**config.mk**
```make
export PLATFORM = sky130hd
export DESIGN_NAME = time_counter_gen
export DESIGN_NICKNAME = d
export VERILOG_FILES = /design/src/rtl/clock_pkg.sv /design/src/rtl/field_counter.sv /design/src/rtl/time_counter_gen.sv
export SDC_FILE = /design/constraint.sdc
export NUM_CORES = 1
export LEC_CHECK = 0
export CELL_PAD_IN_SITES_DETAIL_PLACEMENT = 0
export CELL_PAD_IN_SITES_GLOBAL_PLACEMENT = 1
export CORE_MARGIN = 3
export CORE_UTILIZATION = 38
export DETAILED_ROUTE_END_ITERATION = 16
export PLACE_DENSITY_LB_ADDON = 0.1
export SLEW_MARGIN = 20
export SYNTH_ARGS = -nofsm -noshare
export SYNTH_HDL_FRONTEND = slang
export SYNTH_HIERARCHICAL = 1
export SYNTH_SLANG_ARGS = --single-unit
```
**constraint.sdc**
```tcl
create_clock -name i_clk -period 7.35 [get_ports i_clk]
set_input_delay 1.8375 -clock i_clk [delete_from_list [all_inputs] [get_ports i_clk]]
set_output_delay 1.8375 -clock i_clk [all_outputs]
set_load 0.01 [all_outputs]
```
**src/rtl/clock_pkg.sv**
```systemverilog
// ============================================================
// clock_pkg : shared types and default limits for the H:M:S engine
// Rev 1.0
// ============================================================
`default_nettype none

package clock_pkg;

  typedef enum logic [1:0] {
    MODE_CLK  = 2'd0,
    MODE_TMR  = 2'd1,
    MODE_SW   = 2'd2,
    MODE_HOLD = 2'd3
  } mode_e;

  typedef enum logic [1:0] {
    ST_IDLE = 2'd0,
    ST_RUN  = 2'd1,
    ST_DONE = 2'd2
  } state_e;

  typedef enum logic [1:0] {
    SEL_SEC  = 2'd0,
    SEL_MIN  = 2'd1,
    SEL_HOUR = 2'd2,
    SEL_NONE = 2'd3
  } sel_e;

  localparam int c_width    = 6;
  localparam int c_hour_max = 23;
  localparam int c_min_max  = 59;
  localparam int c_sec_max  = 59;

endpackage

`default_nettype wire

```
**src/rtl/field_counter.sv**
```systemverilog
// ============================================================
// field_counter : one wrapping W-bit field with load and clamp
// Rev 1.0
// ============================================================
`default_nettype none

module field_counter
  import clock_pkg::*;
#(
  parameter int W   = c_width,
  parameter int MAX = c_sec_max
) (
  input  logic         i_clk,
  input  logic         i_reset,
  input  logic         i_inc,
  input  logic         i_dec,
  input  logic         i_load,
  input  logic [W-1:0] i_load_val,
  output logic [W-1:0] o_count,
  output logic         o_at_max,
  output logic         o_at_zero
);

  localparam logic [W-1:0] c_max = W'(MAX);

  logic [W-1:0] r_count;

  assign o_count   = r_count;
  assign o_at_max  = (r_count == c_max);
  assign o_at_zero = (r_count == '0);

  // Out-of-range values are pulled back to MAX before any counting resumes.
  always_ff @(posedge i_clk) begin
    if (!i_reset) begin
      r_count <= '0;
    end else if (i_load) begin
      r_count <= (i_load_val > c_max) ? c_max : i_load_val;
    end else if (r_count > c_max) begin
      r_count <= c_max;
    end else if (i_inc) begin
      r_count <= o_at_max ? '0 : r_count + W'(1);
    end else if (i_dec) begin
      r_count <= o_at_zero ? c_max : r_count - W'(1);
    end
  end

endmodule

`default_nettype wire

```
**src/rtl/time_counter_gen.sv**
```systemverilog
// ============================================================
// time_counter_gen : H:M:S engine for clock, timer and stopwatch
// Rev 1.0
// ============================================================
`default_nettype none

module time_counter_gen
  import clock_pkg::*;
#(
  parameter int W        = c_width,
  parameter int HOUR_MAX = c_hour_max,
  parameter int MIN_MAX  = c_min_max,
  parameter int SEC_MAX  = c_sec_max
) (
  input  logic         i_clk,
  input  logic         i_reset,
  input  logic         i_tick,
  input  logic [1:0]   i_mode,
  input  logic         i_set,
  input  logic [1:0]   i_sel,
  input  logic         i_up,
  input  logic         i_down,
  input  logic         i_run,
  input  logic         i_reload,
  output logic [W-1:0] o_count_h,
  output logic [W-1:0] o_count_m,
  output logic [W-1:0] o_count_s,
  output logic [1:0]   o_state,
  output logic         o_expired,
  output logic         o_day_carry
);

  state_e       r_state;
  logic         r_expired, r_day_carry, r_up_q, r_down_q, r_set_q;
  logic [1:0]   r_mode_q;
  logic [W-1:0] r_pre_h, r_pre_m, r_pre_s;

  logic [2:0]   w_inc, w_dec, w_max, w_zero;
  logic         w_load, w_ld_zero, w_expire, w_wrap;
  logic         w_up, w_dn, w_set_act, w_mode_chg, w_cnt_mode;
  logic         w_all_max, w_all_zero, w_tmr_last;
  logic [W-1:0] w_ld_h, w_ld_m, w_ld_s;

  assign w_up       = i_up & ~r_up_q & ~(i_down & ~r_down_q);
  assign w_dn       = i_down & ~r_down_q & ~(i_up & ~r_up_q);
  assign w_set_act  = i_set && (i_mode != MODE_HOLD);
  assign w_mode_chg = (i_mode != r_mode_q);
  assign w_cnt_mode = (i_mode == MODE_TMR) || (i_mode == MODE_SW);
  assign w_all_max  = &w_max;
  assign w_all_zero = &w_zero;
  assign w_tmr_last = (o_count_s == W'(1)) && w_zero[1] && w_zero[2];
  assign w_ld_h     = w_ld_zero ? '0 : r_pre_h;
  assign w_ld_m     = w_ld_zero ? '0 : r_pre_m;
  assign w_ld_s     = w_ld_zero ? '0 : r_pre_s;

  always_comb begin
    w_inc     = '0;
    w_dec     = '0;
    w_load    = 1'b0;
    w_ld_zero = 1'b0;
    w_expire  = 1'b0;
    w_wrap    = 1'b0;
    if (w_set_act) begin
      case (i_sel)
        SEL_SEC:  begin w_inc[0] = w_up; w_dec[0] = w_dn; end
        SEL_MIN:  begin w_inc[1] = w_up; w_dec[1] = w_dn; end
        SEL_HOUR: begin w_inc[2] = w_up; w_dec[2] = w_dn; end
        default:  ;
      endcase
    end else if (!w_mode_chg) begin
      case (i_mode)
        MODE_CLK: if (i_tick) begin
          w_inc  = {w_max[0] & w_max[1], w_max[0], 1'b1};
          w_wrap = w_all_max;
        end
        MODE_TMR: if (r_state != ST_RUN) begin
          w_load = i_reload;
        end else if (i_run && i_tick && !w_all_zero) begin
          w_dec    = {w_zero[0] & w_zero[1], w_zero[0], 1'b1};
          w_expire = w_tmr_last;
        end
        MODE_SW: if (r_state != ST_RUN) begin
          w_load    = i_reload;
          w_ld_zero = 1'b1;
        end else if (i_run && i_tick) begin
          // Saturated stopwatch holds its value and only reports expiry.
          if (w_all_max) w_expire = 1'b1;
          else           w_inc    = {w_max[0] & w_max[1], w_max[0], 1'b1};
        end
        default: ;
      endcase
    end
  end

  always_ff @(posedge i_clk) begin
    if (!i_reset) begin
      r_state     <= ST_IDLE;
      r_expired   <= 1'b0;
      r_day_carry <= 1'b0;
      r_up_q      <= 1'b0;
      r_down_q    <= 1'b0;
      r_set_q     <= 1'b0;
      r_mode_q    <= 2'd0;
      r_pre_h     <= '0;
      r_pre_m     <= '0;
      r_pre_s     <= '0;
    end else begin
      r_expired   <= w_expire;
      r_day_carry <= w_wrap;
      r_up_q      <= i_up;
      r_down_q    <= i_down;
      r_set_q     <= i_set;
      r_mode_q    <= i_mode;
      if (r_set_q && !i_set && (i_mode == MODE_TMR)) begin
        r_pre_h <= o_count_h;
        r_pre_m <= o_count_m;
        r_pre_s <= o_count_s;
      end
      if (w_set_act || w_mode_chg || !w_cnt_mode) begin
        r_state <= ST_IDLE;
      end else begin
        case (r_state)
          ST_IDLE: if (!i_reload && i_run && ((i_mode == MODE_SW) || !w_all_zero))
                     r_state <= ST_RUN;
          ST_RUN:  if (!i_run)        r_state <= ST_IDLE;
                   else if (w_expire) r_state <= ST_DONE;
          ST_DONE: if (i_reload || !i_run) r_state <= ST_IDLE;
          default: r_state <= ST_IDLE;
        endcase
      end
    end
  end

  assign o_state     = r_state;
  assign o_expired   = r_expired;
  assign o_day_carry = r_day_carry;

  field_counter #(.W(W), .MAX(SEC_MAX)) u_sec (
    .i_clk(i_clk), .i_reset(i_reset), .i_inc(w_inc[0]), .i_dec(w_dec[0]),
    .i_load(w_load), .i_load_val(w_ld_s), .o_count(o_count_s),
    .o_at_max(w_max[0]), .o_at_zero(w_zero[0])
  );

  field_counter #(.W(W), .MAX(MIN_MAX)) u_min (
    .i_clk(i_clk), .i_reset(i_reset), .i_inc(w_inc[1]), .i_dec(w_dec[1]),
    .i_load(w_load), .i_load_val(w_ld_m), .o_count(o_count_m),
    .o_at_max(w_max[1]), .o_at_zero(w_zero[1])
  );

  field_counter #(.W(W), .MAX(HOUR_MAX)) u_hour (
    .i_clk(i_clk), .i_reset(i_reset), .i_inc(w_inc[2]), .i_dec(w_dec[2]),
    .i_load(w_load), .i_load_val(w_ld_h), .o_count(o_count_h),
    .o_at_max(w_max[2]), .o_at_zero(w_zero[2])
  );

endmodule

`default_nettype wire

```
==> results by group <==
Pwr
  • Sw Share: 0.3060
  • Pleak: 1.317 nW
  • Peak VDD IR: 77.31 uV
  • Clk pwr share: 0.324
  • Net Sw Power: 0.1823 mW
  • Power Internal: 0.4135 mW
  • Seq pwr share: 0.457
  • Pwr dens: 154.6 mW/mm^2
  • Comb power frac: 0.219

Layout
  • Sequential cell area: 900.9 um^2
  • Share of layout cells above drive strength 1: 0.1266
  • Fin cells: 563
  • Fin util: 0.4553
  • Commonest non-fill, non-tap cells in the layout: nand2_1 (60), dfxtp_1 (45), clkdlybuf4s50_1 (33)
  • N_diodes: 0
  • Commonest non-fill, non-tap cell in the layout: nand2_1
  • Filler cells: 865
  • Multi-input logic area: 0.002256 mm^2
  • Area growth syn-to-layout: 12.57%
  • Nets: 482
  • Design Area, Final: 0.003854 mm^2

Worst setup path
  • Kind of critical path: primary input to flip-flop
  • Register-to-register setup slack: 4.16 ns
  • Crit path depth: 11
  • R2R depth: 11
  • CP arrival: 4.69 ns
  • CP max stage cell: o32ai_1
  • Reg2reg end: u_sec/o_count[5]$_SDFFE_PN0P_
  • Worst EP required: 7.58 ns
  • Worst setup startpoint: i_mode[0]
  • Critical path capture point type: flip-flop
  • Worst path buffer plus inverter count: 1
  • R2R Path Start: u_sec/o_count[3]$_SDFFE_PN0P_
  • Startpoint types: primary input
  • CP max stage delay: 0.67 ns
  • Crit-path leading delay family: compound AO/OA/AOI/OAI gates
  • Worst setup path endpoint: u_hour/o_count[2]$_SDFFE_PN0P_
  • Worst-path maximum fanout: 7
  • Crit-path cells: clkdlybuf4s50_1 -> ha_1 -> nand2b_1 -> and3_1 -> nand4_1 -> o32ai_1 -> nor2b_1 -> a21o_1 -> o31a_1 -> o22ai_1 -> a21boi_0

Global routing
  • First-pass GRT wire length: 14.81 mm
  • Total gr overflow: 0
  • Initial antenna violation count: 0
  • Total track usage: 0.1776
  • Number of global-route vias before repair: 2994
  • Largest net degree at the start of global routing: 55

Placement
  • DPL Wire Length: 6.188 mm
  • Placer Congestion: 0.8480
  • Post-DP Area: 0.003742 mm^2
  • # port buffers: 33
  • Post-Place Cells: 555

Clocking
  • Post-CTS Setup Bufs: 0
  • Clock buffer depth: 2
  • Hold buffer count at cts: 0
  • CTS tree: yes
  • Root Driver: clkbuf_8
  • CTS clk-pin slew, worst paths: 0.09 ns
  • H-tree depth: 2
  • Number of gates resized after CTS: 0
  • CTS buffer count: 5
  • Clk sink count: 45
  • Worst skew pair latency: 0.30 ns

STA
  • Clock Skew: 0.009548 ns
  • # setup viols final: 0
  • Achievable Freq: 224.5 MHz
  • Unrepaired setup endpoints after global routing: false
  • Max Slew Vio Count: 0
  • Final period util: 0.6060
  • Worst hold margin: 0.4623 ns
  • Final Critical Period: 4.454 ns
  • Post-Route Setup TNS: 0 ns
  • Final Hold Vio Count: 0
  • Worst rel slew slack: 0.4273
  • Worst Tran Pin Value: 0.8582 ns

Routing
  • Routed len/inst: 15.63 um
  • DR vias/cell: 5.694
  • DRT Pass-1 Iters: 4
  • First-iteration detailed-routing DRC count: 127
  • Via count: 3206
  • Total Routed Length: 8.801 mm
  • ANT nets after route: 0
  • DRC violation count after routing: 0

Yosys
  • Yosys reg bits: 45
  • Synth area leaders: dfxtp_1 (26%), nand2_1 (6.6%), ha_1 (4.8%), nand3_1 (3.8%), o21ai_0 (3.8%)
  • Dominant cell type by area after synthesis: dfxtp_1
  • Gate Count Post-Synth: 437
  • Number of synthesized flops with an enable pin: 0
  • Syn Nets: 462
  • Library cells used by synthesis: 69
  • Synth warn: 6
  • Sequential area share after synthesis: 0.2632
  • Area share of the largest cell type after synthesis: 0.2632
  • Ys flop type: dfxtp_1
  • Synth Cell Area: 0.003423 mm^2
  • Share of flip-flops with an asynchronous set or reset: 0
  • Syn Area/Cell: 7.834 um^2

Hold path
  • Hold/Removal Path Class: flip-flop to flip-flop

Die
  • Std-Cell Core Area: 0.008464 mm^2
  • Horiz. Die Dim: 100.9 um
  • Initial core utilization: 0.4044
  • Die height: 100.9 um
  • Row count: 33
  • Die area: 0.01018 mm^2
  • # IOs: 34

Run status
  • Status: complete, no violations

Run
  • Max cap viols: 0
layer usage:
metal | GRT usage | share of wire
met5 | 0 | 0
met3 | 0.02491 | 0.036
met1 | 0.2574 | 0.51
met2 | 0.2770 | 0.45
met4 | 0.04397 | 0.0052
power groups by stage:
stage / registers (mW) / clock network [mW] / logic, mW
after floorplan: 0.268 / 0 / 0.100
after global placement: 0.278 / 0 / 0.129
after detailed placement: 0.278 / 0 / 0.129
after CTS: 0.272 / 0.201 / 0.130
after global routing: 0.275 / 0.213 / 0.144
final: 0.272 / 0.193 / 0.130
worst register-to-register path, stage by stage (launching register included):
cell and delay (ns):
dfxtp_1 0.68, nand3_1 0.27, nor3b_1 0.46, nand3_1 0.17
a32oi_1 0.27, o21ai_0 0.12, buf_4 0.20, or2_2 0.34
nor2_2 0.23, nor4_2 0.09, o311ai_1 0.10, o21ai_0 0.12
synthesized netlist by cell type, types with 7 or more instances:
cell and instances:
and2_2 9, inv_1 21, xor2_1 8, nor3_1 7
and2_4 10, nand2_1 60, o21ai_0 26, nand3_1 26
a31oi_1 7, a21boi_0 16, a21oi_1 16, ha_1 13
nor3b_1 11, nor4_1 7, nor2b_1 8, buf_4 9
dfxtp_1 45, nor2_1 21
logic make-up (layout without fill, tap and decap cells):
group | count (synthesis) | in the layout | synth area share
and+or+nand+nor | 207 | 207 | 0.3487
AOI/OAI and AO/OA | 115 | 115 | 0.2372
buffers and inverters | 47 | 68 | 0.07785
DFF | 45 | 45 | 0.2632
adders and majority gates | 13 | 13 | 0.04752
xor gates and xnor gates | 10 | 10 | 0.02559
worst min-delay path by stage:
stage | endpoint | from | slack, ns | cells past startpoint
CTS | r_pre_m[3]$_SDFFE_PN0P_ | r_pre_m[3]$_SDFFE_PN0P_ | 0.47 | 2
global placement | r_pre_m[1]$_SDFFE_PN0P_ | r_pre_m[1]$_SDFFE_PN0P_ | 0.44 | 2
floorplan | r_pre_m[1]$_SDFFE_PN0P_ | r_pre_m[1]$_SDFFE_PN0P_ | 0.44 | 2
global route | r_pre_h[5]$_SDFFE_PN0P_ | r_pre_h[5]$_SDFFE_PN0P_ | 0.49 | 2
finish | r_pre_m[3]$_SDFFE_PN0P_ | r_pre_m[3]$_SDFFE_PN0P_ | 0.46 | 2
detailed placement | r_pre_m[3]$_SDFFE_PN0P_ | r_pre_m[3]$_SDFFE_PN0P_ | 0.45 | 2
final cells by class:
type | count | share of cell area
Clock buffer | 6 | 0.01883
Clock inverter | 2 | 0.01006
Inverter | 21 | 0.02045
Multi-Input combinational cell | 345 | 0.5854
Sequential cell | 45 | 0.2338
Tap cell | 105 | 0.03409
Timing Repair Buffer | 39 | 0.09740
flip-flops by register name (all words and copies together) (netlist names), 2 cells and up:
signal          flops
r_mode_q            2
r_pre_m             6
r_pre_s             6
u_hour/o_count      6
u_min/o_count       6
o_state             2
u_sec/o_count       6
r_pre_h             6
per-stage QoR:
step	power, mW	setup WS, ns
final	0.5958	2.896
after floorplan	0.3686	3.466
after global routing	0.6315	2.582
after CTS	0.6033	2.896
after detailed placement	0.4071	2.594
after global placement	0.4072	2.704
No activity file was read; power rests on OpenSTA's default activity.
